[src/rtl/lshif_pkg.sv]
// Shared definitions for the level-shifted bundled-data receiver.
package lshif_pkg;

   // Width of the settle-window counter; the largest bound it reaches is 14.
   localparam int CNT_W    = 4;

   // Fewest flops allowed in a toggle synchronizer chain.
   localparam int SYNC_MIN = 2;

   // Receiver FSM state encoding (2-bit, kept as plain constants).
   typedef logic [1:0] state_t;
   localparam state_t ST_IDLE   = 2'd0;
   localparam state_t ST_SETTLE = 2'd1;
   localparam state_t ST_CAPT   = 2'd2;
   localparam state_t ST_HOLD   = 2'd3;

endpackage

[src/rtl/lshif_sync_tog.sv]
// Toggle synchronizer: STAGES-deep flop chain followed by a delay flop.
// ev pulses for one cycle whenever the synchronized level changes.
// Used for REQ_T on the receive side and for ACK_T on the send side.
module lshif_sync_tog
   import lshif_pkg::*;
#(
   parameter int STAGES = SYNC_MIN
) (
   input  logic clk,
   input  logic srst,
   input  logic din,
   output logic ev
);

   logic [STAGES-1:0] sync_reg;
   logic              delay_reg;

   genvar gi;
   generate
      for (gi = 0; gi < STAGES; gi++) begin : g_stage
         if (gi == 0) begin : g_first
            // First stage samples the asynchronous toggle directly.
            always_ff @(posedge clk) begin
               if (srst) sync_reg[gi] <= 1'b0;
               else      sync_reg[gi] <= din;
            end
         end else begin : g_next
            // Later stages resolve metastability from the previous stage.
            always_ff @(posedge clk) begin
               if (srst) sync_reg[gi] <= 1'b0;
               else      sync_reg[gi] <= sync_reg[gi-1];
            end
         end
      end
   endgenerate

   // Delayed copy of the synchronized level for edge detection.
   always_ff @(posedge clk) begin
      if (srst) delay_reg <= 1'b0;
      else      delay_reg <= sync_reg[STAGES-1];
   end

   assign ev = sync_reg[STAGES-1] ^ delay_reg;

endmodule

[src/rtl/lshif_rx_sync.sv]
// Core-domain receiver for the bundled-data bus from the low-VDD island.
// Detects a synchronized REQ_T toggle, waits SETTLE cycles, captures DATA
// once, offers it on a VALID/READY handshake and toggles ACK_T on acceptance.
module lshif_rx_sync
   import lshif_pkg::*;
#(
   parameter int W           = 8,
   parameter int SYNC_STAGES = 2,
   parameter int SETTLE      = 3
) (
   input  logic         CLK,
   input  logic         RST,
   input  logic         REQ_T,
   input  logic [W-1:0] DATA,
   output logic [W-1:0] Y,
   output logic         VALID,
   input  logic         READY,
   output logic         ACK_T,
   output logic         OVERRUN
);

   // Last counter value of the settle window (unused when SETTLE is 0).
   localparam logic [CNT_W-1:0] CNT_LAST = CNT_W'((SETTLE > 0) ? SETTLE - 1 : 0);

   logic             ev;
   state_t           state_reg;
   logic [CNT_W-1:0] cnt_reg;
   logic [W-1:0]     y_reg;
   logic             valid_reg;
   logic             ack_reg;
   logic             overrun_reg;

   lshif_sync_tog #(
      .STAGES (SYNC_STAGES)
   ) u_req_sync (
      .clk  (CLK),
      .srst (RST),
      .din  (REQ_T),
      .ev   (ev)
   );

   // Transfer FSM: settle window, single DATA capture, handshake, ack toggle.
   always_ff @(posedge CLK) begin
      if (RST) begin
         state_reg <= ST_IDLE;
         cnt_reg   <= '0;
         y_reg     <= '0;
         valid_reg <= 1'b0;
         ack_reg   <= 1'b0;
      end else begin
         case (state_reg)
            ST_IDLE: begin
               if (ev) begin
                  cnt_reg   <= '0;
                  state_reg <= (SETTLE == 0) ? ST_CAPT : ST_SETTLE;
               end
            end
            ST_SETTLE: begin
               cnt_reg <= cnt_reg + CNT_W'(1);
               if (cnt_reg == CNT_LAST) state_reg <= ST_CAPT;
            end
            ST_CAPT: begin
               // DATA has been stable since before the request; sample it once here.
               y_reg     <= DATA;
               valid_reg <= 1'b1;
               state_reg <= ST_HOLD;
            end
            ST_HOLD: begin
               if (valid_reg && READY) begin
                  valid_reg <= 1'b0;
                  ack_reg   <= ~ack_reg;
                  state_reg <= ST_IDLE;
               end
            end
            default: state_reg <= ST_IDLE;
         endcase
      end
   end

   // Sticky flag: a new request arrived before the previous one was acknowledged.
   always_ff @(posedge CLK) begin
      if (RST)                             overrun_reg <= 1'b0;
      else if (ev && state_reg != ST_IDLE) overrun_reg <= 1'b1;
   end

   assign Y       = y_reg;
   assign VALID   = valid_reg;
   assign ACK_T   = ack_reg;
   assign OVERRUN = overrun_reg;

endmodule

[config.mk]
export PLATFORM = sky130hd
export DESIGN_NAME = lshif_rx_sync
export DESIGN_NICKNAME = d
export VERILOG_FILES = /design/src/rtl/lshif_pkg.sv /design/src/rtl/lshif_sync_tog.sv /design/src/rtl/lshif_rx_sync.sv
export SDC_FILE = /design/constraint.sdc
export NUM_CORES = 1
export LEC_CHECK = 0
export BUFFER_PORTS_ARGS = -buffer_cell sky130_fd_sc_hd__buf_4
export CAP_MARGIN = 30
export CORE_MARGIN = 5
export CORE_UTILIZATION = 44
export CTS_CLUSTER_DIAMETER = 120
export DETAILED_ROUTE_END_ITERATION = 10
export MAX_ROUTING_LAYER = met4
export PLACE_DENSITY = 0.69
export SYNTH_ARGS = -nofsm -noshare
export SYNTH_HDL_FRONTEND = slang
export SYNTH_SLANG_ARGS = --single-unit
[constraint.sdc]
create_clock -name CLK -period 4.6 [get_ports CLK]
set_clock_uncertainty 0.1 [all_clocks]
set_input_delay 0.23 -clock CLK [delete_from_list [all_inputs] [get_ports CLK]]
set_output_delay 0.23 -clock CLK [all_outputs]
set_load 0.1 [all_outputs]
==> summary.txt <==
hold slack - 47.2 ps
Final Hold Vio Count - 0
Die Y - 54.5 um
total iterations of the first detailed-routing run - 4
die area - 2970 sq um
status - finished, final reports clean
Max Clock Freq - 577 MHz
Seq cells post-synth - 20
site row count - 16
via count - 676
setup_tns - 0 ps
DR iter-0 viols - 2
Mean Syn Cell Area - 9.57 sq um
H-tree depth - 1
WS Path Type - flop to flop
Worst Path Required - 4690 ps
asr flop ratio synth - 0%
Worst Max-Slew Pin Slew - 519 ps
Pins Over Slew Limit - 0
minimum clock period - 1730 ps
Hold-fix buffers, CTS - 0
synth warn - 0
Syn Inst Count - 91
most frequent cells in the layout - buf_4 (22), dfxtp_1 (20), nor2_1 (18)
Total GRT Usage - 12.4%
CP max stage cell - or3b_4
CP max FO - 4
ANT nets after route - 0
max reg flops - 8
Core Area - 1920 sq um
drt drc - 0
Leakage - 0.473 nW
Setup crit end kind - flop
CP Cell Sequence - inv_1 > ha_1 > or3b_4 > a221oi_2 > mux2i_1 > nor2_1
TritonCTS clock tree - built
Tcrit/Tclk final - 37.7%
Post-synth EDFFs - 0
first-pass GRT wire length - 2.60 mm
initial antenna violation count - 0
Post-Syn Area - 871 sq um
worst relative slew slack - 65.4%
Worst-path clk slew - 100 ps
# setup viols final - 0
syn_nets - 109
Clock Tree Buf Depth - 2
CTS Sinks - 20
Main synth FF type - dfxtp_1
HP Class - input pin to flop
Initial Utilization - 45.3%
PD cells - 468 nW/um^2
RSZ-0062 raised after global routing - false
DP HPWL - 1.13 mm
GP Congestion - 0.764
total power - 0.505 mW
synth unique cells - 26
io pins - 23
Horiz. Die Dim - 54.5 um
number of vias per cell - 4.83
Area Growth Syn to Fin - 24.0%
post-cts resize count - 0
Max stage delay on crit path - 380 ps
Peak VDD IR - 0.255 mV
largest net degree at the start of global routing - 22
Clk Latency, worst-skew pair - 290 ps
crit path buf inv count - 1
Antenna diodes - 0
MaxCap Viol Count - 0
Worst path top cell family by delay - simple AND/OR/NAND/NOR gates
worst path arrival time - 1820 ps
number of buffers created by CTS - 3
layout net count - 133
layout cells sized above 1 - 24.8%
vias in the first global route - 659
CTS root buffer - clkbuf_4
Seq/Total Area, Yosys - 46.0%
drt total wl - 1.51 mm
Post-CTS Setup Inserts - 0
GRT Residual Overflow - 0
wire per inst - 10.8 um
CP Launch Type - flop
commonest non-fill, non-tap cell in the layout - buf_4
I/O Buffers - 22
metrics by stage:
stage / cell area (sq um) / utilization, % / cells / worst slack, ps
floorplan: 871 / - / 91 / 2620
global placement: 1060 / 55.0 / 137 / 2910
detailed placement: 1060 / 55.0 / 137 / 2860
CTS: 1080 / 56.2 / 140 / 2850
global route: 1080 / 56.2 / 140 / 2750
finish: 1080 / 56.2 / 140 / 2870
power by group:
part	switching, mW	internal [mW]	total (mW)
clock network	0.0482	0.0304	0.0786
registers	0.0141	0.193	0.207
logic	0.152	0.0684	0.220
total	0.214	0.292	0.505
layer usage:
metal  vias to the layer above  share of wire [%]  track usage, %
li1                        351                  -               -
met1                       310                 47            14.5
met2                        13                 48            19.9
met3                         2                4.1            2.72
met4                         0               0.53            6.22
met5                         -                  0               -
layout make-up:
cell class	instances	area, sq um
Inverter	5	18.8
Timing Repair Buffer	22	165
Tap cell	27	33.8
Sequential cell	20	400
Multi-Input combinational cell	63	439
Clock buffer	3	22.5
Fill cell	195	842
logic make-up (layout without fill, tap and decap cells):
| kind of cell | Yosys count | in the layout | synth area share [%] |
|---|---|---|---|
| compound gates | 12 | 12 | 10.5 |
| xor+xnor | 2 | 2 | 2.01 |
| fa+ha+maj | 6 | 6 | 8.62 |
| buf+inv | 8 | 30 | 3.59 |
| flops | 20 | 20 | 46.0 |
| mux | 9 | 9 | 10.3 |
| simple gates | 34 | 34 | 19.0 |
path summary, 6_finish.rpt:
kind | slack, ps | from | to | depth (start not counted)
worst max-delay path | 2870 | cnt_reg[0] | state_reg[1] | 6
worst min-delay path | 50 | REQ_T | u_req_sync.sync_reg[0] | 2
worst max register to register | 2870 | cnt_reg[0] | state_reg[1] | 6
worst min register to register | 340 | u_req_sync.sync_reg[0] | u_req_sync.sync_reg[1] | 1
synthesized netlist by cell type, drive strengths merged, types with 2 or more instances:
cell    count  area share, %
a21oi       4            2.3
clkbuf      2           0.86
dfxtp      20             46
ha          6            8.6
inv         5            2.2
mux2i       9             10
nand2       3            1.3
nand2b      2            1.4
nand3       2            1.1
nor2       18            7.8
nor2b       5            3.6
No activity file was read; power rests on OpenSTA's default activity.
